--- src/rtl/dbus_ctrl.sv ---
// dbus_ctrl: memory-stage controller issuing one data-bus transaction per access
// and returning the lane-extracted, extended load result (rev 1.0).
`default_nettype none

package dbus_ctrl_pkg;
  typedef enum logic [1:0] {
    MSIZE1 = 2'd0,
    MSIZE2 = 2'd1,
    MSIZE4 = 2'd2,
    MSIZE8 = 2'd3
  } msize_t;
endpackage

module dbus_ctrl
  import dbus_ctrl_pkg::*;
(
  input  logic        clk,
  input  logic        resetn,
  input  logic        req_valid,
  input  logic        req_write,
  input  logic [63:0] req_addr,
  input  msize_t      req_msize,
  input  logic [63:0] req_wdata,
  input  logic [7:0]  req_strobe,
  input  logic        req_sext,
  input  logic        req_misalign,
  input  logic        stage_advance,
  input  logic        flush,
  output logic        dreq_valid,
  output logic [63:0] dreq_addr,
  output logic [2:0]  dreq_size,
  output logic [7:0]  dreq_strobe,
  output logic [63:0] dreq_data,
  input  logic        dresp_addr_ok,
  input  logic        dresp_data_ok,
  input  logic [63:0] dresp_data,
  output logic        stall,
  output logic        resp_valid,
  output logic [63:0] resp_rdata,
  output logic        resp_exc
);

  typedef enum logic [2:0] {
    S_IDLE      = 3'd0,
    S_WAIT_ADDR = 3'd1,
    S_WAIT_DATA = 3'd2,
    S_HOLD      = 3'd3,
    S_DRAIN     = 3'd4
  } state_t;

  state_t      state_q,      state_d;
  logic        dreq_valid_q, dreq_valid_d;
  logic [63:0] addr_q,       addr_d;
  msize_t      size_q,       size_d;
  logic [7:0]  strobe_q,     strobe_d;
  logic [63:0] wdata_q,      wdata_d;
  logic        sext_q,       sext_d;
  logic        write_q,      write_d;
  logic        resp_valid_q, resp_valid_d;
  logic [63:0] resp_rdata_q, resp_rdata_d;
  logic        resp_exc_q,   resp_exc_d;

  logic [63:0] shifted;
  logic [63:0] load_ext;
  logic [63:0] bus_result;

  // Bring the addressed byte lane down to bit 0, then truncate and extend.
  always_comb begin
    shifted = dresp_data >> {addr_q[2:0], 3'b000};
    case (size_q)
      MSIZE1:  load_ext = {{56{sext_q & shifted[7]}},  shifted[7:0]};
      MSIZE2:  load_ext = {{48{sext_q & shifted[15]}}, shifted[15:0]};
      MSIZE4:  load_ext = {{32{sext_q & shifted[31]}}, shifted[31:0]};
      default: load_ext = shifted;
    endcase
    bus_result = write_q ? 64'd0 : load_ext;
  end

  always_comb begin
    state_d      = state_q;
    dreq_valid_d = dreq_valid_q;
    addr_d       = addr_q;
    size_d       = size_q;
    strobe_d     = strobe_q;
    wdata_d      = wdata_q;
    sext_d       = sext_q;
    write_d      = write_q;
    resp_valid_d = resp_valid_q;
    resp_rdata_d = resp_rdata_q;
    resp_exc_d   = resp_exc_q;

    case (state_q)
      S_IDLE: begin
        if (req_valid && !flush) begin
          if (req_misalign) begin
            state_d      = S_HOLD;
            resp_valid_d = 1'b1;
            resp_exc_d   = 1'b1;
            resp_rdata_d = 64'd0;
          end else begin
            state_d      = S_WAIT_ADDR;
            dreq_valid_d = 1'b1;
            addr_d       = req_addr;
            size_d       = req_msize;
            strobe_d     = req_strobe;
            wdata_d      = req_wdata;
            sext_d       = req_sext;
            write_d      = req_write;
          end
        end
      end

      // A data_ok seen before addr_ok completes both phases at once.
      S_WAIT_ADDR, S_WAIT_DATA: begin
        if (dresp_data_ok) begin
          dreq_valid_d = 1'b0;
          if (flush) begin
            state_d = S_IDLE;
          end else begin
            state_d      = S_HOLD;
            resp_valid_d = 1'b1;
            resp_exc_d   = 1'b0;
            resp_rdata_d = bus_result;
          end
        end else if (flush) begin
          state_d = S_DRAIN;
        end else if (state_q == S_WAIT_ADDR && dresp_addr_ok) begin
          state_d = S_WAIT_DATA;
        end
      end

      S_HOLD: begin
        if (flush || stage_advance) begin
          state_d      = S_IDLE;
          resp_valid_d = 1'b0;
          resp_exc_d   = 1'b0;
          resp_rdata_d = 64'd0;
        end
      end

      // The bus cannot be cancelled mid-flight; let it finish and drop the data.
      S_DRAIN: begin
        if (dresp_data_ok) begin
          state_d      = S_IDLE;
          dreq_valid_d = 1'b0;
        end
      end

      default: begin
        state_d      = S_IDLE;
        dreq_valid_d = 1'b0;
        resp_valid_d = 1'b0;
      end
    endcase
  end

  always_ff @(posedge clk or negedge resetn) begin
    if (!resetn) begin
      state_q      <= S_IDLE;
      dreq_valid_q <= 1'b0;
      addr_q       <= 64'd0;
      size_q       <= MSIZE1;
      strobe_q     <= 8'd0;
      wdata_q      <= 64'd0;
      sext_q       <= 1'b0;
      write_q      <= 1'b0;
      resp_valid_q <= 1'b0;
      resp_rdata_q <= 64'd0;
      resp_exc_q   <= 1'b0;
    end else begin
      state_q      <= state_d;
      dreq_valid_q <= dreq_valid_d;
      addr_q       <= addr_d;
      size_q       <= size_d;
      strobe_q     <= strobe_d;
      wdata_q      <= wdata_d;
      sext_q       <= sext_d;
      write_q      <= write_d;
      resp_valid_q <= resp_valid_d;
      resp_rdata_q <= resp_rdata_d;
      resp_exc_q   <= resp_exc_d;
    end
  end

  assign dreq_valid  = dreq_valid_q;
  assign dreq_addr   = addr_q;
  assign dreq_size   = {1'b0, size_q};
  assign dreq_strobe = strobe_q;
  assign dreq_data   = wdata_q;
  assign resp_valid  = resp_valid_q;
  assign resp_rdata  = resp_rdata_q;
  assign resp_exc    = resp_exc_q;

  // Gated by resetn so stall is forced low while reset is held.
  assign stall = resetn & ((state_q == S_DRAIN) | (req_valid & (state_q != S_HOLD)));

endmodule

`default_nettype wire

--- config.mk ---
export PLATFORM = sky130hd
export DESIGN_NAME = dbus_ctrl
export DESIGN_NICKNAME = d
export VERILOG_FILES = /design/src/rtl/dbus_ctrl.sv
export SDC_FILE = /design/constraint.sdc
export NUM_CORES = 1
export LEC_CHECK = 0
export BUFFER_PORTS_ARGS = -buffer_cell sky130_fd_sc_hd__buf_2
export CAP_MARGIN = 30
export CORE_AREA = 2 2 163 165
export CTS_BUF_LIST = sky130_fd_sc_hd__clkbuf_8
export DETAILED_ROUTE_END_ITERATION = 10
export DIE_AREA = 0 0 165 167
export PLACE_DENSITY = 0.78
export SETUP_SLACK_MARGIN = 0.05
export SYNTH_ARGS = -nofsm -noshare
export SYNTH_HDL_FRONTEND = slang
export SYNTH_SLANG_ARGS = --single-unit
--- constraint.sdc ---
create_clock -name clk -period 5.9 [get_ports clk]
set_input_delay 0.295 -clock clk [delete_from_list [all_inputs] [get_ports clk]]
set_output_delay 0.295 -clock clk [all_outputs]
set_load 0.02 [all_outputs]
==> reports/metrics.yaml, run 1 <==
outcome: "finished, final reports clean"
synth-compound-area-share_pct: 12.8
yosys.area.top_type: "dfrtp_1"
hold_viol: 0
stdcell_area_um2: 14300
yosys.cell_types.count: 54
p_seq_share_pct: 33.6
via_per_inst: 5.44
power_frac_comb_pct: 48.9
drc: 0
postCtsSetupBuffers: 0
stdcell_count: 1679
grt_max_degree: 107
cts.sinks: 210
synth_top_family_by_area: "multiplexers"
synth_nets: 987
clkTransAtPathRegs_ns: 0.06
max-vdd-ir-drop_mv: 0.368
worst_clock_skew_ns: 0.0244
swShare_pct: 44.2
routed_wl_um: 35400
cp_slowest_cell: "nand2b_1"
syn-instance-count: 775
slowest_delay_ns: 0.86
path_cells: "nand2b_1 > o22ai_1 > or4_4 > a41oi_4 > a22o_1"
place_ws_ns: 2.47
rows: 59
num_io_pins: 419
yosys.area.top_type_share_pct: 53.2
synthTopCellsByArea: "dfrtp_1 (53%), mux2_2 (17%), mux2i_1 (5.6%), mux4_2 (3.2%), a22o_1 (2.9%)"
yosysSeqAreaShare_pct: 53.2
synth_seq_cells: 210
synth_adder_area_share_pct: 0
p_int_w: 0.00434
start_util_pct: 38.4
die_y_um: 167
rsz0062_at_grt: "false"
antenna_found_initial: 1
cts_max_path_buffers: 3
fin_nets: 1525
hpwl_um: 23000
grt_pass1_wl_um: 53400
ys_async_sr_fraction_pct: 100
overflow: 0
path_class: "register to register"
clk-insertion-delay-late_ns: 0.54
drtIter0Drc: 738
yosysMostFrequentCell: "dfrtp_1"
p_sw_w: 0.00344
fillers: 2060
hold_buffers: 137
critPathArrivalTime_ns: 3.97
hp-class: "input port to register"
die_w_um: 165
cp.required_ns: 6.35
clkPwrFrac_pct: 17.5
cp_max_fo: 49
fp.dieArea_um2: 27600
synth_common_cells: "dfrtp_1 (210), mux2_2 (150), mux2i_1 (55), a22o_1 (33), nand2_1 (33)"
power_density_nw_per_um2: 542
setup_tns_ns: 0
final-setup-viol-count: 0
maxCapViolCount: 0
worst-path-buf-inv: 0
fmax_mhz: 284
cp-end-kind: "register"
avgSynthCellArea_um2: 12.7
worst_slack_ns: 2.38
period_share_pct: 59.7
fin_total_pwr_w: 0.00778
synth_simple_gate_area_share_pct: 4.55
port_buffers: 417
htreeDepth: 2
core_um2: 25800
crit_family: "simple AND/OR/NAND/NOR gates"
drive_above_1_share_pct: 48.7
synth_top_flop_cell: "dfrtp_1"
cts_tree: "yes"
cts_buffers: 38
grt_pass1_vias: 9446
synthMuxAreaShare_pct: 25.9
min_period_ns: 3.52
dpl_cell_area_um2: 12200
synth-xor-area-share_pct: 0.0886
leakagePower_nw: 7.12
cts-resized-gates: 0
syn_area_um2: 9880
track_usage_pct: 25.1
relSlewSlack_pct: 33.6
start_kind: "register"
yosysWarnings: 0
syn_to_final_growth_pct: 45.2
place_inst: 1468
drv_slew: 0
cts.root.buffer_cell: "clkbuf_8"
place.gp.congestion: 0.933
worst_pin_slew_ns: 0.995
dr.pass1.iters: 6
synth_edf_count: 0
wl_per_cell_um: 21.1
ant_nets: 0
via_count: 9141
[stage by stage]
stage	hold WS, ns	utilization (%)
3_5_place_dp	0.467	47.3
4_1_cts	0.00841	55.5
5_1_grt	0.00130	55.7
3_3_place_gp	0.458	47.2
6_report	0.0376	55.7
2_1_floorplan	-0.000591	-
[kinds of logic (layout without fill, tap and decap cells)]
| kind of cell | count (synthesis) | in the layout |
|---|---|---|
| and+or+nand+nor | 94 | 94 |
| other | 1 | 3 |
| xor gates and xnor gates | 1 | 1 |
| muxes | 219 | 219 |
| DFF | 210 | 210 |
| buffers and inverters | 71 | 638 |
| AOI/OAI and AO/OA | 179 | 179 |
[layout by cell type (no fill, tap or decap), types with 8 or more instances in the layout]
master and instances:
o21ai_0 31, mux2_2 150, nor2_1 31, buf_2 416, inv_1 21, clkbuf_8 47, a32oi_1 15, nand2_1 33
o221ai_1 9, mux4_2 14, o21ai_1 16, a221o_1 8, a22o_1 33, a21oi_1 26, dfrtp_1 207, o22ai_1 15
mux2i_1 55, dlygate4sd3_1 139
[power by group through the flow]
stage	registers, W	clock network, W	logic (W)
6_report	0.00261	0.00136	0.00380
5_1_grt	0.00269	0.00146	0.00403
4_1_cts	0.00256	0.00137	0.00374
3_5_place_dp	0.00257	0	0.00366
3_3_place_gp	0.00254	0	0.00359
2_1_floorplan	0.00320	0	0.00177
[area by class of cell]
type	instances	area (um2)	area share, %
Sequential cell	210	5260	36.7
Multi-Input combinational cell	494	4310	30.1
Timing Repair Buffer	564	3580	25.0
Clock buffer	46	633	4.41
Tap cell	335	419	2.92
Clock inverter	23	116	0.811
Inverter	5	18.8	0.131
Antenna cell	2	5.00	0.0349
[layer usage]
metal	vias up	track usage [%]	wire [um]
met5	-	0	0
li1	3982	-	-
met4	0	12.7	1830
met2	526	42.3	17700
met1	4512	29.7	13100
met3	121	5.83	2840
[final timing paths]
kind                         startpoint             end  slack [ns]  depth (start not counted)
max                        dreq_addr[1]  resp_rdata[42]        2.38                          5
min                        req_addr[22]   dreq_addr[22]        0.04                          2
max reg2reg                dreq_addr[1]  resp_rdata[42]        2.38                          5
min reg2reg                    resp_exc        resp_exc        0.48                          1
max in group asynchronous        resetn   dreq_addr[59]        4.32                          3
min in group asynchronous        resetn   dreq_addr[54]        0.43                          2
[flip-flops by register name (all words and copies together) (netlist names), 2 cells and up]
signal	count
resp_rdata	64
size_q	2
dreq_data	64
dreq_strobe	8
dreq_addr	64
state_q	3
Note: power is estimated with default switching activity, not from simulation.
==> run 2: changes to the inputs <==
==> constraint.sdc (replaced) <==
create_clock -name clk -period 3.7 [get_ports clk]
set_input_delay 0.185 -clock clk [delete_from_list [all_inputs] [get_ports clk]]
set_output_delay 0.185 -clock clk [all_outputs]
set_load 0.02 [all_outputs]
==> run 2 against run 1 <==
Critical path depth unchanged. Via count down 0.13%. First-iteration DRC count up 13%. Non-clock buffer count up 10. Cell area up 0.28%. Fmax up 30%. Setup slack worse by 1.4 ns. Critical endpoint is now resp_rdata[14]. Largest cell class unchanged. Highest routed layer unchanged.
==> reports/metrics.yaml, run 2 (same netlist as run 1, synthesis figures left out) <==
overflow: 0
drv_slew: 0
grt_pass1_vias: 9654
fin_nets: 1534
wl_per_cell_um: 21.2
cts.root.buffer_cell: "clkbuf_8"
fin_total_pwr_w: 0.0124
worst_pin_slew_ns: 0.957
via_count: 9129
core_um2: 25800
die_w_um: 165
syn_to_final_growth_pct: 45.6
die_y_um: 167
cp-end-kind: "register"
most-common-layout-cells: "buf_2 (416), dfrtp_1 (207), mux2_2 (150)"
worst_clock_skew_ns: 0.0268
path_class: "register to register"
fillers: 2061
drtIter0Drc: 833
grt_max_degree: 92
drive_above_1_share_pct: 49.1
holdPathStages: 3
n_antenna_cell: 0
grt_pass1_wl_um: 54400
clkTransAtPathRegs_ns: 0.06
max-vdd-ir-drop_mv: 0.492
relSlewSlack_pct: 36.1
cts_max_path_buffers: 3
hp-class: "input port to register"
antenna_found_initial: 0
leakagePower_nw: 7.14
via_per_inst: 5.41
critPathArrivalTime_ns: 3.10
period_share_pct: 73.4
maxCapViolCount: 0
cts.sinks: 210
final_common_cell: "buf_2"
track_usage_pct: 25.5
ant_nets: 0
place.gp.congestion: 0.943
power_density_nw_per_um2: 860
port_buffers: 417
routed_wl_um: 35800
cp.required_ns: 4.09
final-setup-viol-count: 0
cts_buffers: 37
hold_viol: 0
start_util_pct: 38.4
r2r_cells: 5
outcome: "finished, final reports clean"
setup_tns_ns: 0
num_io_pins: 419
htreeDepth: 2
fp.dieArea_um2: 27600
dr.pass1.iters: 5
start_kind: "register"
cts-resized-gates: 0
cts_tree: "yes"
rows: 59
clk-insertion-delay-late_ns: 0.52
drc: 0
cp_max_fo: 14
fmax_mhz: 368
rsz0062_at_grt: "false"
min_period_ns: 2.71
hpwl_um: 23600
==> run 2: final cells by class <==
| type | count | area [um2] | area share [%] |
|---|---|---|---|
| repair buffers | 574 | 3670 | 25.5 |
| well taps | 335 | 419 | 2.91 |
| flip-flops and latches | 210 | 5260 | 36.6 |
| inverters | 5 | 18.8 | 0.130 |
| multi-input cells | 494 | 4310 | 30.0 |
| clock buffers | 43 | 592 | 4.11 |
| clock inverters | 25 | 119 | 0.826 |
==> run 2: power by group <==
part / internal (W) / leakage (nW) / total (W) / switching (W)
registers: 0.00333 / 2.64 / 0.00407 / 0.000741
logic: 0.00249 / 4.08 / 0.00624 / 0.00375
clock network: 0.00107 / 0.421 / 0.00206 / 0.000988
total: 0.00689 / 7.14 / 0.0124 / 0.00547
==> run 2: critical path: stages, from the launching register on <==
cell       delay (ns)
dfrtp_1          0.52
or3_1            0.42
a31oi_1          0.38
nand4bb_1        0.59
nor2_1           0.28
a221o_1          0.38
==> run 2: worst paths after layout <==
kind,from,endpoint,slack [ns]
max reg2reg,state_q[1],resp_rdata[14],0.99
min,req_misalign,resp_exc,0.12
min in group asynchronous,resetn,dreq_addr[47],0.23
min reg2reg,resp_exc,resp_exc,0.48
max in group asynchronous,resetn,dreq_addr[23],2.31
max,state_q[1],resp_rdata[14],0.99
==> run 2: per-layer routing <==
metal / vias to the layer above / routed length [um] / share of wire (%) / track usage (%)
li1: 3991 / - / - / -
met1: 4504 / 13200 / 37 / 29.2
met2: 522 / 18200 / 51 / 44.3
met3: 112 / 2550 / 7.1 / 5.48
met4: 0 / 1800 / 5.0 / 13.2
met5: - / 0 / 0 / 0
==> run 2: per-stage QoR <==
step	setup WS, ns	area [um2]	hold WS (ns)	instances	util (%)
CTS	0.980	14400	0.0752	1686	55.8
finish	0.986	14400	0.116	1686	55.8
detailed placement	1.02	12300	0.203	1476	47.6
global route	0.867	14400	0.101	1686	55.8
global placement	1.09	12300	0.197	1476	47.6
floorplan	1.53	9880	-0.111	775	-
==> run 2: timing repair <==
item,in CTS,in global routing
setup buffers,0,0
endpoints found under the setup margin,0,0
hold buffers,142,0
endpoints found under the hold margin,201,0
